## src/rtl/demuxtipo1_fifo.sv

```systemverilog
// 1-to-2 buffered demultiplexer: steers one valid/ready byte stream into two per-channel
// FIFOs, each with its own output handshake and delivered-byte counter.
module demuxtipo1_fifo #(
  parameter int unsigned W     = 8,
  parameter int unsigned DEPTH = 2
) (
  input  logic         clk,
  input  logic         rst_n,
  input  logic [W-1:0] entr,
  input  logic         entr_valid,
  output logic         entr_ready,
  input  logic         sinalt1,
  output logic [W-1:0] saida0,
  output logic         valid0,
  input  logic         ready0,
  output logic [W-1:0] saida1,
  output logic         valid1,
  input  logic         ready1,
  output logic [7:0]   cnt0,
  output logic [7:0]   cnt1
);

  localparam int unsigned PtrW = $clog2(DEPTH);
  localparam int unsigned OccW = PtrW + 1;
  localparam logic [OccW-1:0] OccFull = OccW'(DEPTH);

  logic [1:0]   full;
  logic [1:0]   empty;
  logic [1:0]   rdy;
  logic [W-1:0] head [2];
  logic [7:0]   cnt  [2];

  assign rdy = {ready1, ready0};

  // Only registered occupancy and the select feed entr_ready; consumer readies never do.
  assign entr_ready = ~full[sinalt1];

  for (genvar k = 0; k < 2; k++) begin : g_ch
    logic [W-1:0]    mem_q [DEPTH];
    logic [PtrW-1:0] wptr_q;
    logic [PtrW-1:0] rptr_q;
    logic [PtrW-1:0] last_idx;
    logic [OccW-1:0] occ_q;
    logic [7:0]      cnt_q;
    logic            push;
    logic            pop;

    assign full[k]  = (occ_q == OccFull);
    assign empty[k] = (occ_q == '0);
    assign push     = entr_valid & ~full[k] & (sinalt1 == 1'(k));
    assign pop      = ~empty[k] & rdy[k];

    // When empty, the slot behind the read pointer still holds the last popped byte.
    assign last_idx = rptr_q - PtrW'(1);
    assign head[k]  = empty[k] ? mem_q[last_idx] : mem_q[rptr_q];
    assign cnt[k]   = cnt_q;

    always_ff @(posedge clk) begin
      if (!rst_n) begin
        mem_q  <= '{default: '0};
        wptr_q <= '0;
        rptr_q <= '0;
        occ_q  <= '0;
        cnt_q  <= '0;
      end else begin
        if (push) begin
          mem_q[wptr_q] <= entr;
          wptr_q        <= wptr_q + PtrW'(1);
        end
        if (pop) begin
          rptr_q <= rptr_q + PtrW'(1);
          cnt_q  <= cnt_q + 8'd1;
        end
        if (push && !pop) begin
          occ_q <= occ_q + OccW'(1);
        end else if (!push && pop) begin
          occ_q <= occ_q - OccW'(1);
        end
      end
    end
  end

  assign saida0 = head[0];
  assign saida1 = head[1];
  assign valid0 = ~empty[0];
  assign valid1 = ~empty[1];
  assign cnt0   = cnt[0];
  assign cnt1   = cnt[1];

endmodule
```

## config.mk

```make
export PLATFORM = sky130hd
export DESIGN_NAME = demuxtipo1_fifo
export DESIGN_NICKNAME = d
export VERILOG_FILES = /design/src/rtl/demuxtipo1_fifo.sv
export SDC_FILE = /design/constraint.sdc
export NUM_CORES = 1
export LEC_CHECK = 0
export BUFFER_PORTS_ARGS = -buffer_cell sky130_fd_sc_hd__buf_4
export CAP_MARGIN = 20
export CORE_ASPECT_RATIO = 1.4
export CORE_MARGIN = 4
export CORE_UTILIZATION = 30
export CTS_CLUSTER_SIZE = 30
export DETAILED_ROUTE_END_ITERATION = 10
export PLACE_DENSITY = 0.56
export SLEW_MARGIN = 20
export SYNTH_ARGS = -nofsm -noshare
export SYNTH_HDL_FRONTEND = slang
export SYNTH_SLANG_ARGS = --single-unit
```

## constraint.sdc

```tcl
create_clock -name clk -period 2.6 [get_ports clk]
set_input_delay 0.78 -clock clk [delete_from_list [all_inputs] [get_ports clk]]
set_output_delay 0.78 -clock clk [all_outputs]
set_load 0.01 [all_outputs]
```

==> results of run 1 <==
Yosys cell counts, drive strengths merged (2+ instances only):
library cell,instances
nand2b,5
nand2,7
o31ai,33
clkinv,2
or2,2
nand4,35
nor2,13
buf,21
xor2,11
a21oi,44
clkbuf,7
o21ai,12
nor2b,3
o211ai,2
mux2i,5
or3,8
nand3,3
ha,4
mux2,16
inv,4
dfxtp,56
layout make-up:
| class | instances | area, µm² |
|---|---|---|
| multi-input cells | 210 | 1450 |
| well taps | 105 | 131 |
| inverters | 6 | 22.5 |
| repair buffers | 60 | 488 |
| clock buffers | 5 | 125 |
| clock inverters | 2 | 60.1 |
| flip-flops and latches | 56 | 1120 |
| fillers | 922 | 5310 |
cells by family (layout without fill, tap and decap cells):
group | after synthesis | after routing | synth area share
compound gates | 93 | 93 | 0.209
xor+xnor | 12 | 12 | 0.0523
fa+ha+maj | 4 | 4 | 0.0183
buf+inv | 34 | 73 | 0.0578
flops | 56 | 56 | 0.411
mux | 21 | 21 | 0.0844
simple gates | 80 | 80 | 0.167
routing by layer:
layer,global-route usage,wire length (µm),up-vias
li1,-,-,1196
met1,0.169,2990,1133
met2,0.213,3410,48
met3,0.0273,330,7
met4,0.0369,85,0
met5,0,0,-
power breakdown:
part / internal [mW] / switching, mW
combinational: 0.615 / 0.645
clock: 0.547 / 0.314
sequential: 0.953 / 0.106
total: 2.12 / 1.06
final timing paths:
kind                      from  cells past startpoint  slack, ns           endpoint
max           g_ch[0].occ_q[1]                      5       0.07          saida0[4]
min          g_ch[0].mem_q[13]                      2       0.47  g_ch[0].mem_q[13]
max reg2reg   g_ch[1].occ_q[0]                      6       0.73   g_ch[1].occ_q[1]
min reg2reg  g_ch[0].mem_q[13]                      2       0.47  g_ch[0].mem_q[13]
state kept, by name, summed over array words and instances, names as in the netlist:
signal and count:
cnt0 8, g_ch.mem_q 32, g_ch.occ_q 4, cnt1 8, g_ch.rptr_q 2, g_ch.wptr_q 2
worst max-delay path, delay by kind of cell (launching register included):
family / cells / cell delay [ns]
buffers and inverters: 2 / 0.28
AND/OR/NAND/NOR: 1 / 0.30
multiplexers: 1 / 0.33
XOR/XNOR: 1 / 0.16
flip-flops: 1 / 0.38
through the flow:
| step | instances | hold slack [ns] | cell area [µm²] | utilization | power, mW |
|---|---|---|---|---|---|
| floorplan | 300 | 0.445 | 2730 | - | 1.86 |
| global placement | 435 | 0.451 | 3170 | 0.364 | 2.18 |
| detailed placement | 435 | 0.461 | 3170 | 0.364 | 2.19 |
| CTS | 443 | 0.472 | 3380 | 0.388 | 3.14 |
| global route | 444 | 0.479 | 3400 | 0.390 | 3.36 |
| finish | 444 | 0.470 | 3400 | 0.390 | 3.18 |
what timing repair did:
| item | 4_1_cts | 5_1_grt |
|---|---|---|
| buffers inserted | 1 | 1 |
| setup endpoints to repair | 8 | 8 |
| resized for setup | 1 | 0 |
| hold endpoints to repair | 0 | 0 |
==> results_dict.tcl, run 1 <==
set metrics [dict create \
    yosysSeqAreaShare 0.411 \
    synth_top_area_share 0.411 \
    ant_nets 0 \
    tightest_slew_ns 0.574 \
    finalMaxSlewViolations 0 \
    cts_buffer_depth 2 \
    synthCells 300 \
    dpl.hpwl_um 4640 \
    dieArea_um2 10700 \
    syn_avg_cell_area_um2 9.10 \
    gp_congestion 0.709 \
    cellLeakagePower_nw 1.31 \
    grt_max_degree 29 \
    ir_drop_mv 0.322 \
    clkSlewWorstSetupHoldPaths_ns 0.07 \
    io_buffers 48 \
    synth_cell_type_count 33 \
    drt-pass1-iter-count 4 \
    synth-seq-cells 56 \
    slew_headroom 0.617 \
    hold_violations 0 \
    finalSetupTns_ns 0 \
    critical_path_class "reg2out" \
    slowest_delay_ns 0.38 \
    ys.warnings.count 0 \
    required_ns 1.82 \
    cts.sinks 56 \
    wl_per_cell_um 15.3 \
    final_common_cell "buf_4" \
    layout.nets 357 \
    crit_chain "or2_4 > xor2_4 > buf_12 > mux2_2 > buf_4" \
    mostFrequentLayoutCells "buf_4, dfxtp_1, a21oi_1" \
    clock_skew_ns 0.00830 \
    grt_overflow_total 0 \
    num_vias 2384 \
    cts_tree "yes" \
    rsz0062_at_grt "false" \
    max_freq_mhz 395 \
    drt_iter0_markers 87 \
    cap_violations 0 \
    drc 0 \
    synth-main-ff-cell "dfxtp_1" \
    synth_edf_count 0 \
    die_w_um 88.6 \
    num_rows 40 \
    die_h_um 121 \
    core_area_um2 8710 \
    area_growth_pct 24.6 \
    critPathSlowestCell "dfxtp_1" \
    worstSetupEndpointType "output pin" \
    async_flop_share 0 \
    start_util 0.313 \
    min_period_ns 2.53 \
    grt_pass1_wl_um 11100 \
    place_ws_ns 0.294 \
    setup_slack_ns 0.0674 \
    synthTopCellsByArea "dfxtp_1, o31ai_1, a21oi_1, nand4_1, mux2_2" \
    drive_gt1_frac 0.268 \
    synth_area_um2 2730 \
    worstPathArrival_ns 1.75 \
    cts_root_buf "clkbuf_16" \
    grt_util_all_layers 0.129 \
    routed_wl_um 6810 \
    start_kind "register" \
    grt_pass1_vias 2217 \
    io_pins 49 \
    p_per_area_nw_per_um2 935 \
    min_path_type "reg2reg" \
    htree_levels 2 \
    period_share 0.974 \
    outcome "finished, final reports clean" \
    insertion_delay_ns 0.30 \
    num_antenna_cells 0 \
    setup_viol 0 \
    synth_nets 318 \
    viasPerCell 5.37 \
    antenna_found_initial 0 \
    cts_made_buffers 5 \
    crit_fanout 8 \
    yosys.area.top_type "dfxtp_1" \
    cts_hold_buf 0 \
]
No activity file was read; power rests on OpenSTA's default activity.
==> run 2, diff against run 1 <==
Settings changed: ABC_AREA set to 1.
==> run 2 against run 1 <==
Compared with the run above: worst hold slack better by 0.027 ns; critical endpoint is now saida1[6]; cell count is 31% higher; highest routed layer unchanged; wire length is 9.3% lower; global-route usage is 1.3 points lower; first-iteration DRC count is 45% higher; non-clock buffer count is 10 lower; maximum frequency is 8.0% higher; critical path type unchanged; register-to-register slack better by 0.22 ns.
==> results_dict.tcl, run 2 <==
set metrics [dict create \
    min_path_type "reg2reg" \
    num_antenna_cells 0 \
    worstPathArrival_ns 1.56 \
    critPathSlowestCell "dfxtp_1" \
    drc 0 \
    ys.warnings.count 0 \
    cts.sinks 56 \
    dp_cells 572 \
    slowest_delay_ns 0.45 \
    cts_made_buffers 5 \
    outcome "finished, final reports clean" \
    synth_adder_area_share 0.0178 \
    antenna_found_initial 0 \
    mostFrequentLayoutCells "nand2_1, nor2_1, inv_1" \
    final_cell_area_um2 3370 \
    clkSlewWorstSetupHoldPaths_ns 0.07 \
    setup_slack_ns 0.256 \
    grt_max_degree 56 \
    async_flop_share 0 \
    ant_nets 0 \
    synthCells 428 \
    cellLeakagePower_nw 1.67 \
    synthMuxAreaShare 0 \
    place_ws_ns 0.499 \
    insertion_delay_ns 0.29 \
    largest_reg_flops 32 \
    cp_common_cell "buf_4" \
    holdWs_ns 0.497 \
    synth_nets 446 \
    tightest_slew_ns 0.583 \
    period_share 0.902 \
    start_util 0.310 \
    top_layer "met4" \
    cap_violations 0 \
    viasPerCell 4.31 \
    cts_buffer_depth 2 \
    hold_violations 0 \
    layout.nets 490 \
    synth.top_cells.by_count "nand2_1, nor2_1, inv_1" \
    required_ns 1.82 \
    slew_headroom 0.611 \
    route.met2.wl_um 2990 \
    crit_chain "nor2_4 > xor2_2 > buf_4 > o21ai_0 > buf_4" \
    crit_fanout 16 \
    setup_viol 0 \
    drive_gt1_frac 0.150 \
    synth_top_area_share 0.398 \
    dpl.hpwl_um 4390 \
    synth_edf_count 0 \
    num_rows 41 \
    synth_area_um2 2820 \
    final_common_cell "nand2_1" \
    finalMaxSlewViolations 0 \
    grt_pass1_vias 2337 \
    die_h_um 123 \
    worstSetupEndpointType "output pin" \
    post-route-util 0.371 \
    cts_root_buf "clkbuf_16" \
    start_kind "register" \
    critPathTopFamily "flip-flops" \
    ir_drop_mv 0.266 \
    grt_util_all_layers 0.117 \
    synth_cell_type_count 22 \
    finalPower_mw 2.40 \
    synth-main-ff-cell "dfxtp_1" \
    crit_buf_inv 2 \
    p_per_area_nw_per_um2 714 \
    rsz0062_at_grt "false" \
    grt_overflow_total 0 \
    ctsResizeCount 0 \
    syn_avg_cell_area_um2 6.58 \
    yosysSeqAreaShare 0.398 \
    synth_top_family_by_area "simple AND/OR/NAND/NOR gates" \
    instances_no_fill 580 \
    yosys.area.top_type "dfxtp_1" \
    regMostFlops "g_ch.mem_q" \
    area_growth_pct 19.5 \
    wl_met1_um 2870 \
    cts_tree "yes" \
    num_vias 2502 \
    synthXorXnorAreaFrac 0.0116 \
    r2r_slack_ns 0.95 \
    clock_skew_ns 0.00512 \
    yosys.cell_count.top_type "nand2_1" \
    critical_path_class "reg2out" \
    htree_levels 2 \
    fillers 991 \
    min_period_ns 2.34 \
    grt_pass1_wl_um 10500 \
    wl_per_cell_um 10.6 \
    routed_wl_um 6180 \
    synthTopCellsByArea "dfxtp_1, nand2_1, nor2_1, inv_1, o21ai_0" \
    post-cts-setup-buffers 0 \
    max_freq_mhz 427 \
    core_area_um2 9080 \
    synth-simple-area-share 0.380 \
    io_buffers 48 \
    drt_iter0_markers 126 \
    cts_hold_buf 0 \
    synth-seq-cells 56 \
    drt-pass1-iter-count 4 \
    route.met3.wl_um 246 \
    dieArea_um2 11000 \
    io_pins 49 \
    die_w_um 89.9 \
    synth_compound_area_frac 0.0675 \
    gp_congestion 0.714 \
    finalSetupTns_ns 0 \
    placed_cell_area_um2 3220 \
]
[run 2: changes by cell type after synthesis, moves of 9 or more]
cell,previous run,this run
xor2_1,9,0
a21oi_1,44,12
nand4_1,35,4
mux2_2,16,0
nand2_1,7,125
o31ai_1,33,0
nor2_1,13,96
o21ai_0,10,26
buf_2,18,2
inv_1,3,65
[run 2: final timing paths]
kind / from / to / cells after the start
setup / recovery: g_ch[1].occ_q[1] / saida1[6] / 5
hold / removal: g_ch[1].rptr_q / g_ch[1].rptr_q / 1
setup reg to reg: g_ch[1].occ_q[1] / g_ch[1].occ_q[1] / 9
hold reg to reg: g_ch[1].rptr_q / g_ch[1].rptr_q / 1
[run 2: area by class of cell]
cell class / count / area, µm² / area share
well taps: 107 / 134 / 0.0398
multi-input cells: 293 / 1340 / 0.399
repair buffers: 50 / 375 / 0.111
inverters: 66 / 248 / 0.0736
clock buffers: 8 / 146 / 0.0435
flip-flops and latches: 56 / 1120 / 0.333
[run 2: report_power, final]
part | leakage [nW] | internal (mW) | switching, mW
registers | 0.457 | 0.941 | 0.0628
clock network | 0.0712 | 0.386 | 0.302
logic | 1.15 | 0.278 | 0.435
total | 1.67 | 1.61 | 0.800
[run 2: routing by layer]
layer / up-vias / global-route usage
met5: - / 0
met4: 0 / 0.0402
met3: 4 / 0.0258
met2: 38 / 0.215
met1: 1092 / 0.134
li1: 1368 / -
[run 2: kinds of logic after synthesis]
family | after synthesis
flip-flops | 56
adder cells (fa/ha/maj) | 4
XOR/XNOR | 2
buffers and inverters | 79
AO/OA/AOI/OAI | 38
AND/OR/NAND/NOR | 249
